**config.mk**
```make
export PLATFORM = sky130hd
export DESIGN_NAME = menu_overlay_render
export DESIGN_NICKNAME = d
export VERILOG_FILES = /design/src/rtl/menu_overlay_render.sv
export SDC_FILE = /design/constraint.sdc
export NUM_CORES = 1
export LEC_CHECK = 0
export ABC_AREA = 1
export CAP_MARGIN = 20
export CORE_MARGIN = 4
export CORE_UTILIZATION = 54
export DETAILED_ROUTE_END_ITERATION = 8
export GPL_TIMING_DRIVEN = 0
export PLACE_DENSITY = 0.84
export REMOVE_ABC_BUFFERS = 1
export SETUP_SLACK_MARGIN = 0.15
export SLEW_MARGIN = 5
export SYNTH_ARGS = -nofsm -noshare
export SYNTH_HDL_FRONTEND = slang
export SYNTH_SLANG_ARGS = --single-unit
export TNS_END_PERCENT = 50
```
**constraint.sdc**
```tcl
create_clock -name clk_i -period 3.35 [get_ports clk_i]
set_input_delay 0.67 -clock clk_i [delete_from_list [all_inputs] [get_ports clk_i]]
set_output_delay 0.67 -clock clk_i [all_outputs]
set_load 0.02 [all_outputs]
```
**src/rtl/menu_overlay_render.sv**
```systemverilog
// Menu overlay pixel fetch: per pixel strobe, reads the character code of the
// covering text cell and the matching font row from BRAM port B, then emits
// one overlay pixel exactly three clocks after the strobe. A one-entry cache
// (cell, row, code, font byte) skips both reads for repeated pixels of a row.
//
// state | meaning
// IDLE  | waiting for pix_ce; latches pixel coordinates and the hit decision
// CHAR  | text cell read issued (only on a miss)
// FONT  | code arrives; glyph row read issued (only on a miss)
// OUT   | font row arrives; overlay result registered, cache refreshed
module menu_overlay_render #(
    parameter logic [10:0] FONT_BASE = 11'h400,
    parameter logic [10:0] TEXT_BASE = 11'h000
) (
    input  logic        clk_i,
    input  logic        resetn_i,
    input  logic        overlay_en_i,
    input  logic        pix_ce_i,
    input  logic [8:0]  x_i,
    input  logic [8:0]  y_i,
    input  logic        text_dirty_i,
    output logic [10:0] mem_addr_o,
    output logic        mem_ce_o,
    input  logic [7:0]  mem_dout_i,
    output logic        ovl_valid_o,
    output logic        ovl_active_o,
    output logic        ovl_pixel_o,
    output logic        overrun_o
);

    typedef enum logic [1:0] {IDLE, CHAR, FONT, OUT} state_t;

    state_t      state_q, state_d;
    logic [7:0]  x_q, x_d;
    logic [7:0]  y_q, y_d;
    logic        in_win_q, in_win_d;
    logic        hit_q, hit_d;
    logic [7:0]  code_q, code_d;
    logic [7:0]  font_q, font_d;
    logic [9:0]  cell_q, cell_d;
    logic [2:0]  row_q, row_d;
    logic        cache_valid_q, cache_valid_d;
    logic        ovl_valid_q, ovl_valid_d;
    logic        ovl_active_q, ovl_active_d;
    logic        ovl_pixel_q, ovl_pixel_d;
    logic        overrun_q, overrun_d;

    logic        in_win_in;
    logic        hit_in;
    logic        fetch;
    logic [7:0]  font_byte;

    // Window test and cache lookup on the incoming strobe; a coincident
    // text_dirty forces a miss.
    always_comb begin
        in_win_in = overlay_en_i && !x_i[8] && (y_i < 9'd224);
        hit_in    = cache_valid_q && !text_dirty_i
                    && ({y_i[7:3], x_i[7:3]} == cell_q) && (y_i[2:0] == row_q);
        fetch     = in_win_q && !hit_q;
        font_byte = hit_q ? font_q : mem_dout_i;
    end

    // Next-state, BRAM port B control and result computation.
    always_comb begin
        state_d       = state_q;
        x_d           = x_q;
        y_d           = y_q;
        in_win_d      = in_win_q;
        hit_d         = hit_q;
        code_d        = code_q;
        font_d        = font_q;
        cell_d        = cell_q;
        row_d         = row_q;
        cache_valid_d = cache_valid_q;
        ovl_valid_d   = 1'b0;
        ovl_active_d  = ovl_active_q;
        ovl_pixel_d   = ovl_pixel_q;
        overrun_d     = overrun_q;
        mem_ce_o      = 1'b0;
        mem_addr_o    = '0;

        if (text_dirty_i) cache_valid_d = 1'b0;
        if (pix_ce_i && (state_q != IDLE)) overrun_d = 1'b1;

        case (state_q)
            IDLE: begin
                if (pix_ce_i) begin
                    x_d      = x_i[7:0];
                    y_d      = y_i[7:0];
                    in_win_d = in_win_in;
                    hit_d    = hit_in;
                    state_d  = CHAR;
                end
            end
            CHAR: begin
                if (fetch) begin
                    mem_ce_o   = 1'b1;
                    mem_addr_o = TEXT_BASE + {1'b0, y_q[7:3], x_q[7:3]};
                end
                state_d = FONT;
            end
            FONT: begin
                if (fetch) begin
                    mem_ce_o   = 1'b1;
                    mem_addr_o = FONT_BASE + {1'b0, mem_dout_i[6:0], y_q[2:0]};
                    code_d     = mem_dout_i;
                end
                state_d = OUT;
            end
            OUT: begin
                ovl_valid_d  = 1'b1;
                ovl_active_d = in_win_q;
                ovl_pixel_d  = in_win_q && (font_byte[x_q[2:0]] ^ code_q[7]);
                if (fetch) begin
                    font_d        = mem_dout_i;
                    cell_d        = {y_q[7:3], x_q[7:3]};
                    row_d         = y_q[2:0];
                    cache_valid_d = !text_dirty_i;
                end
                state_d = IDLE;
            end
            default: state_d = IDLE;
        endcase
    end

    // State and result registers with synchronous active-low reset.
    always_ff @(posedge clk_i) begin
        if (!resetn_i) begin
            state_q       <= IDLE;
            x_q           <= '0;
            y_q           <= '0;
            in_win_q      <= 1'b0;
            hit_q         <= 1'b0;
            code_q        <= '0;
            font_q        <= '0;
            cell_q        <= '0;
            row_q         <= '0;
            cache_valid_q <= 1'b0;
            ovl_valid_q   <= 1'b0;
            ovl_active_q  <= 1'b0;
            ovl_pixel_q   <= 1'b0;
            overrun_q     <= 1'b0;
        end else begin
            state_q       <= state_d;
            x_q           <= x_d;
            y_q           <= y_d;
            in_win_q      <= in_win_d;
            hit_q         <= hit_d;
            code_q        <= code_d;
            font_q        <= font_d;
            cell_q        <= cell_d;
            row_q         <= row_d;
            cache_valid_q <= cache_valid_d;
            ovl_valid_q   <= ovl_valid_d;
            ovl_active_q  <= ovl_active_d;
            ovl_pixel_q   <= ovl_pixel_d;
            overrun_q     <= overrun_d;
        end
    end

    assign ovl_valid_o  = ovl_valid_q;
    assign ovl_active_o = ovl_active_q;
    assign ovl_pixel_o  = ovl_pixel_q;
    assign overrun_o    = overrun_q;

endmodule

```
==> metrics.md, run 1 <==
| Metric | Value |
|---|---|
| Clock share of power | `25.9%` |
| Nets@finish | `388` |
| WS Path Type | `register to output port` |
| Setup TNS Final | `0 ns` |
| Std cell rows | `22` |
| H-tree levels | `2` |
| Worst skew pair latency | `0.29 ns` |
| Largest net degree at the start of global routing | `34` |
| Switching Fraction | `33.2%` |
| Fill count | `311` |
| Die X | `71.8 um` |
| CP startpoint kind | `register` |
| Vias in the first global route | `1898` |
| CTS tree | `yes` |
| GR Overflow Total | `0` |
| Final period util | `88.0%` |
| Max Buffers Root-to-Sink | `2` |
| Initial Util | `57.9%` |
| Sink Count | `47` |
| FF+latch count, synth | `47` |
| Maxcap violations | `0` |
| Sequential share of power | `48.7%` |
| Pwr/cell area | `516 nW/um^2` |
| DR WL/cell | `13.4 um` |
| CP endpoint kind | `output port` |
| Syn Area/Cell | `6.98 um^2` |
| Antenna diodes | `0` |
| Routed vias | `2120` |
| Total CTS buffers | `5` |
| Crit path DAT | `2.28 ns` |
| Synthesized area | `2200 um^2` |
| Detail Route Antenna Nets | `0` |
| Iteration-0 DRC Markers | `192` |
| Initial antenna violation count | `0` |
| Total power | `1.42 mW` |
| Clk slew on worst S/H paths | `0.08 ns` |
| First-pass GRT wire length | `8790 um` |
| Yosys cell types | `25` |
| Net Switching | `0.471 mW` |
| Postcts setup bufs | `0` |
| Core ar. | `3800 um^2` |
| FMAX | `0.339 GHz` |
| Final WL | `5390 um` |
| Slew at the pin closest to its max-slew limit | `0.990 ns` |
| Crit Path Max Fanout | `13` |
| Worst hold margin | `0.466 ns` |
| Gate Count Post-Synth | `315` |
| DR DRC count | `0` |
| Status | `completed` |
| Int Pwr | `0.947 mW` |
| Area growth syn-to-layout | `25.0%` |
| Share of layout cells above drive strength 1 | `3.68%` |
| Count of port buffers added during placement | `46` |
| GRT Total Usage | `21.3%` |
| Register area share after synthesis | `42.8%` |
| Via density | `5.29` |
| Critical path required time | `2.68 ns` |
| Detailed Routing Iterations Pass 1 | `4` |
| Leak Pwr | `1.09 nW` |
| Die Height | `71.8 um` |
| Post-layout min period | `2.95 ns` |
| Worst Clk Skew | `0.00568 ns` |
| Combinational fraction of design power | `25.4%` |
| Setup violations, final | `0` |
| CTS Root Cell | `clkbuf_8` |
| Max-slew headroom | `33.8%` |
| Full die area | `5160 um^2` |
| RSZ-0062 raised after global routing | `false` |
| Gpl congestion | `0.888` |
| Worst VDD drop | `0.329 mV` |
| YS warnings | `0` |
| Worst Hold Class | `register to register` |
| Final hold vios | `0` |
| Final Max Slew Viols | `0` |
| Hpwl dp | `3920 um` |
| Total I/O pin count | `47` |
-- metal layers --
layer | wire length, um | up-vias | GRT usage (%)
met4 | 51 | 0 | 5.22
met5 | 0 | - | 0
met2 | 2600 | 52 | 34.1
li1 | - | 1099 | -
met3 | 291 | 6 | 4.07
met1 | 2450 | 963 | 29.6
-- state kept, by name (all words and copies together), names as in the netlist --
| register | flops |
|---|---|
| ovl_active_o | 1 |
| in_win_q | 1 |
| x_q | 8 |
| state_q | 2 |
| font_q | 8 |
| hit_q | 1 |
| ovl_valid_o | 1 |
| cell_q | 10 |
| ovl_pixel_o | 1 |
| cache_valid_q | 1 |
| overrun_o | 1 |
| code_q | 1 |
| row_q | 3 |
| y_q | 8 |
-- critical path, stage by stage (launching register included) --
cell and delay (ns):
dfxtp_1 0.47, nor2_4 0.30, nand2_1 0.15, inv_2 0.18, nand2_1 0.07, a21oi_1 0.18, clkdlybuf4s50_1 0.63
-- through the flow --
| step | area [um^2] | util, % | instances | worst slack, ns |
|---|---|---|---|---|
| 5_1_grt | 2750 | 72.4 | 401 | 0.166 |
| 6_report | 2750 | 72.4 | 401 | 0.401 |
| 3_5_place_dp | 2640 | 69.5 | 393 | 0.275 |
| 3_3_place_gp | 2640 | 69.5 | 393 | 0.339 |
| 4_1_cts | 2740 | 72.2 | 401 | 0.165 |
| 2_1_floorplan | 2120 | - | 299 | 0.983 |
-- final cells by class --
| type | instances | area (um^2) | area share, % |
|---|---|---|---|
| Multi-Input combinational cell | 222 | 1070 | 39.1 |
| Sequential cell | 47 | 941 | 34.2 |
| Timing Repair Buffer | 46 | 460 | 16.8 |
| Inverter | 30 | 113 | 4.10 |
| Clock buffer | 8 | 100 | 3.64 |
| Tap cell | 48 | 60.1 | 2.18 |
-- kinds of logic after synthesis --
| kind of cell | Yosys count | share of synthesized area (%) |
|---|---|---|
| simple gates | 134 | 25.4 |
| compound gates | 79 | 18.7 |
| fa+ha+maj | 5 | 2.85 |
| buf+inv | 46 | 8.65 |
| xor+xnor | 4 | 1.59 |
| flops | 47 | 42.8 |
-- repair_timing --
action,4_1_cts,5_1_grt
hold buffers,0,0
gates resized for setup,1,2
setup endpoints to repair,10,10
-- cell usage after synthesis (all sizes together) --
cell type / count / area, um^2
inv: 30 / 113
dfxtp: 47 / 941
nor2: 37 / 141
a22o: 1 / 8.76
nand4: 3 / 18.8
nor4: 1 / 6.26
o22ai: 2 / 12.5
xnor2: 3 / 26.3
o21ai: 34 / 170
clkbuf: 7 / 26.3
nand2: 61 / 229
nand3: 27 / 135
nor3: 3 / 15.0
a31oi: 1 / 6.26
or2: 2 / 12.5
buf: 9 / 51.3
ha: 5 / 62.6
a21oi: 39 / 199
a211oi: 2 / 15.0
xor2: 1 / 8.76
-- power by group through the flow --
stage | Combinational, mW | Clock [mW] | Sequential (mW)
after floorplan | 0.229 | 0 | 0.688
after global placement | 0.348 | 0 | 0.697
after detailed placement | 0.357 | 0 | 0.700
after CTS | 0.359 | 0.370 | 0.687
after global routing | 0.410 | 0.393 | 0.698
final | 0.361 | 0.367 | 0.690
-- placed cells by master, fill, tap and decap left out --
cell and count:
nand2_1 61, dfxtp_1 47, clkdlybuf4s50_1 46, a21oi_1 38
nor2_1 35, o21ai_0 34, inv_1 29, nand3_1 27
clkbuf_8 7, ha_1 5, nor3_1 3, nand4_1 3
xnor2_1 3, or2_2 2, o22ai_1 2, a211oi_1 2
nor2_4 1, inv_2 1, nor2_2 1, a31oi_1 1
xor2_1 1, nor4_1 1, a22o_1 1, a21oi_2 1
clkbuf_1 1
-- worst paths after layout --
| path | start | to | slack [ns] | depth (start not counted) |
|---|---|---|---|---|
| worst max-delay path | hit_q | mem_addr_o[5] | 0.40 | 6 |
| worst min register to register | font_q[7] | font_q[7] | 0.47 | 2 |
| worst max register to register | state_q[1] | row_q[1] | 0.98 | 6 |
| worst min-delay path | font_q[7] | font_q[7] | 0.47 | 2 |
(Power assumes the default switching activity.)
==> run 2, diff against run 1 <==
--- a/config.mk
+++ b/config.mk
@@ -8,10 +8,10 @@
 export ABC_AREA = 1
 export CAP_MARGIN = 20
 export CORE_MARGIN = 4
-export CORE_UTILIZATION = 54
+export CORE_UTILIZATION = 42
 export DETAILED_ROUTE_END_ITERATION = 8
 export GPL_TIMING_DRIVEN = 0
-export PLACE_DENSITY = 0.84
+export PLACE_DENSITY = 0.68
 export REMOVE_ABC_BUFFERS = 1
 export SETUP_SLACK_MARGIN = 0.15
 export SLEW_MARGIN = 5
==> run 2 against run 1 <==
Total power grew 1.1%; worst setup slack lost 0.10 ns; first-iteration DRC count shrank 41%; non-clock buffer count grew 1; core utilization shrank 17 points; final cell count grew 5.7%; flip-flop and latch count is the same; clock power grew 2%; combinational power grew 2%; worst hold slack gained 0.0033 ns; wire length grew 6.6%; register-to-register slack lost 0.12 ns; highest routed layer unchanged.
==> metrics.md, run 2 (synthesis results as in run 1) <==
| Metric | Value |
|---|---|
| Post-layout min period | `3.05 ns` |
| Clk slew on worst S/H paths | `0.08 ns` |
| Hold_sp | `font_q[3]` |
| Antenna diodes | `0` |
| Detail Route Antenna Nets | `0` |
| Crit path DAT | `2.38 ns` |
| RSZ-0062 raised after global routing | `false` |
| Leak Pwr | `1.09 nW` |
| Final Max Slew Viols | `0` |
| Max Buffers Root-to-Sink | `2` |
| Setup violations, final | `0` |
| Core ar. | `5070 um^2` |
| Sink Count | `47` |
| Std cell rows | `26` |
| Worst hold margin | `0.469 ns` |
| Maxcap violations | `0` |
| FF-to-FF setup slack | `0.86 ns` |
| DR WL/cell | `13.6 um` |
| Most used cell, CP | `nand2_1` |
| Max reg flops | `10` |
| Hpwl dp | `4010 um` |
| H-tree levels | `2` |
| Setup TNS Final | `0 ns` |
| Reg-to-reg endpoint | `cell_q[8]` |
| Area growth syn-to-layout | `27.7%` |
| Nets@finish | `389` |
| WS Path Type | `register to output port` |
| Worst Clk Skew | `0.00547 ns` |
| DR DRC count | `0` |
| CP endpoint kind | `output port` |
| Die X | `80.3 um` |
| CTS tree | `yes` |
| Crit path cell chain | `nor2_4, nand2_1, clkinvlp_4, nand2_1, a21oi_1, clkdlybuf4s50_1` |
| Share of layout cells above drive strength 1 | `3.95%` |
| Vias in the first global route | `1949` |
| CTS Root Cell | `clkbuf_8` |
| Final Cell Area | `2810 um^2` |
| Crit Path Max Fanout | `13` |
| Pwr/cell area | `511 nW/um^2` |
| GR Overflow Total | `0` |
| R2r startpoint | `state_q[1]` |
| Multi-input logic area | `1070 um^2` |
| Worst r2r path cells | `6` |
| Total I/O pin count | `47` |
| Fill count | `536` |
| Largest net degree at the start of global routing | `34` |
| FMAX | `0.328 GHz` |
| Max-slew headroom | `44.2%` |
| Most frequent cells in the layout | `nand2_1, dfxtp_1, clkdlybuf4s50_1` |
| Final WL | `5750 um` |
| Worst min-delay path endpoint | `font_q[3]` |
| Slew at the pin closest to its max-slew limit | `0.837 ns` |
| Routed vias | `2133` |
| Worst Hold Path Cells | `2` |
| Cell Area, Placed | `2670 um^2` |
| Detailed Routing Iterations Pass 1 | `4` |
| Gpl congestion | `0.746` |
| Final hold vios | `0` |
| First-pass GRT wire length | `9290 um` |
| Slowest cell on the critical path | `clkdlybuf4s50_1` |
| Crit path max-delay family | `buffers and inverters` |
| Most flops, register | `cell_q` |
| Via density | `5.03` |
| Hold-fix buffers, CTS | `0` |
| Worst skew pair latency | `0.31 ns` |
| CP startpoint kind | `register` |
| CP peak stage delay | `0.64 ns` |
| Total CTS buffers | `5` |
| CP Buf/Inv Count | `2` |
| Iteration-0 DRC Markers | `114` |
| Worst VDD drop | `0.247 mV` |
| Count of port buffers added during placement | `46` |
| Critical path required time | `2.68 ns` |
| Initial Util | `43.3%` |
| FF+latch area | `941 um^2` |
| Util after Layout | `55.3%` |
| Worst Hold Class | `register to register` |
| Final period util | `91.1%` |
| GRT Total Usage | `18.7%` |
| Full die area | `6460 um^2` |
| Initial antenna violation count | `0` |
| Die Height | `80.3 um` |
| Leading cell type in the layout, fill and taps excluded | `nand2_1` |
| Status | `completed` |
-- run 2: area by class of cell --
| type | instances | area share (%) |
|---|---|---|
| repair buffers | 47 | 17.4 |
| clock buffers | 8 | 3.57 |
| well taps | 70 | 3.12 |
| multi-input cells | 222 | 38.3 |
| inverters | 30 | 4.14 |
| flip-flops and latches | 47 | 33.5 |
-- run 2: how the worst max path moves through the flow --
| stage | start | to | slack (ns) | cells after the start |
|---|---|---|---|---|
| 6_report | hit_q | mem_addr_o[8] | 0.30 | 6 |
| 3_5_place_dp | hit_q | mem_addr_o[9] | 0.23 | 6 |
| 3_3_place_gp | hit_q | mem_addr_o[8] | 0.24 | 6 |
| 4_1_cts | hit_q | mem_addr_o[9] | 0.23 | 6 |
| 2_1_floorplan | hit_q | mem_addr_o[0] | 0.98 | 5 |
| 5_1_grt | hit_q | mem_addr_o[7] | 0.17 | 6 |
-- run 2: timing repair --
item,in CTS,in global routing
setup buffers,0,0
pin swaps,0,0
setup endpoints to repair,11,9
gates resized for setup,2,1
-- run 2: per-stage QoR --
stage	setup WS (ns)	cells	total power, mW
floorplan	0.983	299	0.916
global placement	0.242	415	1.06
detailed placement	0.226	415	1.07
CTS	0.230	423	1.44
global route	0.170	424	1.53
finish	0.299	424	1.43
-- run 2: report_power, final --
group          total [mW]  internal (mW)  switching (mW)
Combinational       0.370          0.132           0.238
Clock               0.376          0.188           0.188
Sequential          0.688          0.631          0.0568
Total                1.43          0.951           0.482
-- run 2: worst reg2reg max path, cell delays in order (launching register included) --
cell and delay (ns):
dfxtp_1 0.37, ha_1 0.22, nand2_1 0.12, nor2_2 0.66, inv_1 0.61, o21ai_0 0.32
a21oi_1 0.06
-- run 2: per-layer routing --
layer  part of all wire [%]  vias to the layer above  global-route usage [%]  routed length, um
li1                       -                     1108                       -                  -
met1                     47                      990                    23.1               2690
met2                     48                       28                    31.9               2780
met3                    3.1                        7                    3.92                178
met4                    1.5                        0                    6.59                 89
met5                      0                        -                       0                  0
==> run 3, diff against run 2 <==
--- a/config.mk
+++ b/config.mk
@@ -11,6 +11,7 @@
 export CORE_UTILIZATION = 42
 export DETAILED_ROUTE_END_ITERATION = 8
 export GPL_TIMING_DRIVEN = 0
+export MAX_ROUTING_LAYER = met4
 export PLACE_DENSITY = 0.68
 export REMOVE_ABC_BUFFERS = 1
 export SETUP_SLACK_MARGIN = 0.15
==> run 3 against run 2 <==
Global-route usage up 0.52 points; design area is the same; critical path depth unchanged; die area is the same; first-iteration DRC count increased by 27%; worst hold slack is essentially flat; core utilization unchanged; combinational power barely moved; highest routed layer unchanged; final cell count is the same; largest cell class unchanged.
==> metrics.md, run 3 (synthesis results as in run 1) <==
| Metric | Value |
|---|---|
| Status | `completed` |
| Nets@finish | `389` |
| Routed met2 length | `2750 um` |
| Hold-fix buffers, CTS | `0` |
| Hpwl dp | `4010 um` |
| CP Buf/Inv Count | `2` |
| Gpl congestion | `0.756` |
| Fill count | `536` |
| Max reg flops | `10` |
| Hold_sp | `font_q[3]` |
| CTS tree | `yes` |
| Max Buffers Root-to-Sink | `2` |
| Crit path max-delay family | `buffers and inverters` |
| CP peak stage delay | `0.64 ns` |
| Critical path required time | `2.68 ns` |
| Antenna diodes | `0` |
| Leading cell type in the layout, fill and taps excluded | `nand2_1` |
| Worst VDD drop | `0.245 mV` |
| Pwr/cell area | `512 nW/um^2` |
| WS Path Type | `register to output port` |
| FMAX | `0.329 GHz` |
| Total I/O pin count | `47` |
| Worst skew pair latency | `0.31 ns` |
| Switching Fraction | `33.8%` |
| Slew at the pin closest to its max-slew limit | `0.835 ns` |
| Count of port buffers added during placement | `46` |
| Initial antenna violation count | `0` |
| DR WL/cell | `13.5 um` |
| CP startpoint kind | `register` |
| Die X | `80.3 um` |
| Area growth syn-to-layout | `27.7%` |
| Core ar. | `5070 um^2` |
| Maxcap violations | `0` |
| Routed vias | `2126` |
| Net Switching | `0.485 mW` |
| Via density | `5.01` |
| Final WL | `5740 um` |
| Met3 routed WL | `218 um` |
| Most frequent cells in the layout | `nand2_1, dfxtp_1, clkdlybuf4s50_1` |
| Worst Hold Class | `register to register` |
| Detail Route Antenna Nets | `0` |
| Worst Hold Path Cells | `2` |
| Die Height | `80.3 um` |
| Largest net degree at the start of global routing | `34` |
| Clk slew on worst S/H paths | `0.08 ns` |
| Combinational fraction of design power | `25.8%` |
| Vias in the first global route | `1942` |
| Crit path DAT | `2.37 ns` |
| Crit Path Max Fanout | `13` |
| Max-slew headroom | `44.3%` |
| DR DRC count | `0` |
| Uppermost layer routed | `met4` |
| Iteration-0 DRC Markers | `145` |
| GR Overflow Total | `0` |
| First-pass GRT wire length | `9310 um` |
| Detailed Routing Iterations Pass 1 | `4` |
| Total power | `1.44 mW` |
| H-tree levels | `2` |
| Worst r2r path cells | `6` |
| Worst Clk Skew | `0.00565 ns` |
| GRT Total Usage | `19.2%` |
| Most used cell, CP | `nand2_1` |
| Clock share of power | `26.3%` |
| Int Pwr | `0.951 mW` |
| Setup TNS Final | `0 ns` |
| Worst min-delay path endpoint | `font_q[3]` |
| Leak Pwr | `1.09 nW` |
| Sink Count | `47` |
| Most flops, register | `cell_q` |
| Full die area | `6460 um^2` |
| Final period util | `90.7%` |
| Setup violations, final | `0` |
| CP Launch Point | `hit_q` |
| WL met1 | `2680 um` |
| CTS Root Cell | `clkbuf_8` |
| RSZ-0062 raised after global routing | `false` |
| Post-layout min period | `3.04 ns` |
| Initial Util | `43.3%` |
| Total CTS buffers | `5` |
| Slowest cell on the critical path | `clkdlybuf4s50_1` |
| Crit path cell chain | `nor2_4, nand2_1, clkinvlp_4, nand2_1, a21oi_1, clkdlybuf4s50_1` |
| Std cell rows | `26` |
| CP endpoint kind | `output port` |
| FF-to-FF setup slack | `0.88 ns` |
| R2r startpoint | `state_q[1]` |
| Util after Layout | `55.3%` |
| Reg-to-reg endpoint | `cell_q[8]` |
| Sequential share of power | `47.9%` |
| Final Max Slew Viols | `0` |
| Share of layout cells above drive strength 1 | `3.95%` |
| Final hold vios | `0` |
==> run 3: cell counts in the layout (fill, tap and decap cells not counted) <==
Identical to the previous run, type by type.
==> run 3: power groups by stage <==
stage | combinational, mW | clock, mW | sequential (mW)
finish | 0.370 | 0.378 | 0.688
global route | 0.421 | 0.410 | 0.695
CTS | 0.368 | 0.388 | 0.686
detailed placement | 0.368 | 0 | 0.698
global placement | 0.358 | 0 | 0.697
floorplan | 0.229 | 0 | 0.688
==> run 3: timing repair <==
action | CTS | global route
resized for setup | 2 | 1
setup endpoints to repair | 11 | 9
buffers inserted | 0 | 0
cloned | 0 | 0
==> run 3: worst max path at each step <==
stage                          endpoint  slack, ns  cells past startpoint
after floorplan           mem_addr_o[0]       0.98                      5
after global placement    mem_addr_o[8]       0.24                      6
after detailed placement  mem_addr_o[9]       0.23                      6
after CTS                 mem_addr_o[9]       0.23                      6
after global routing      mem_addr_o[7]       0.17                      6
final                     mem_addr_o[8]       0.31                      6
==> run 3: cell type report <==
cell class	count	area, um^2	share of cell area [%]
clock buffer	8	100	3.57
inverter	30	116	4.14
multi-input combinational	222	1070	38.3
sequential	47	941	33.5
tap	70	87.6	3.12
timing repair buffer	47	488	17.4
==> run 3: metrics by stage <==
stage / area [um^2] / std cells / setup WS [ns] / hold WS (ns)
detailed placement: 2670 / 415 / 0.226 / 0.457
CTS: 2780 / 423 / 0.230 / 0.470
global route: 2810 / 424 / 0.170 / 0.497
finish: 2810 / 424 / 0.313 / 0.469
floorplan: 2120 / 299 / 0.983 / 0.438
global placement: 2670 / 415 / 0.242 / 0.448
==> run 3: metal layers <==
layer | track usage [%] | up-vias
met5 | - | -
met4 | 6.59 | 0
met3 | 3.92 | 7
met2 | 31.9 | 35
met1 | 23.2 | 976
li1 | - | 1108
==> run 3: worst reg2reg max path: cells and delay by family (launching register included) <==
family / cells / cell delay (ns)
and+or+nand+nor: 2 / 0.76
buffers and inverters: 1 / 0.62
AOI/OAI and AO/OA: 2 / 0.38
DFF: 1 / 0.37
adders and majority gates: 1 / 0.21
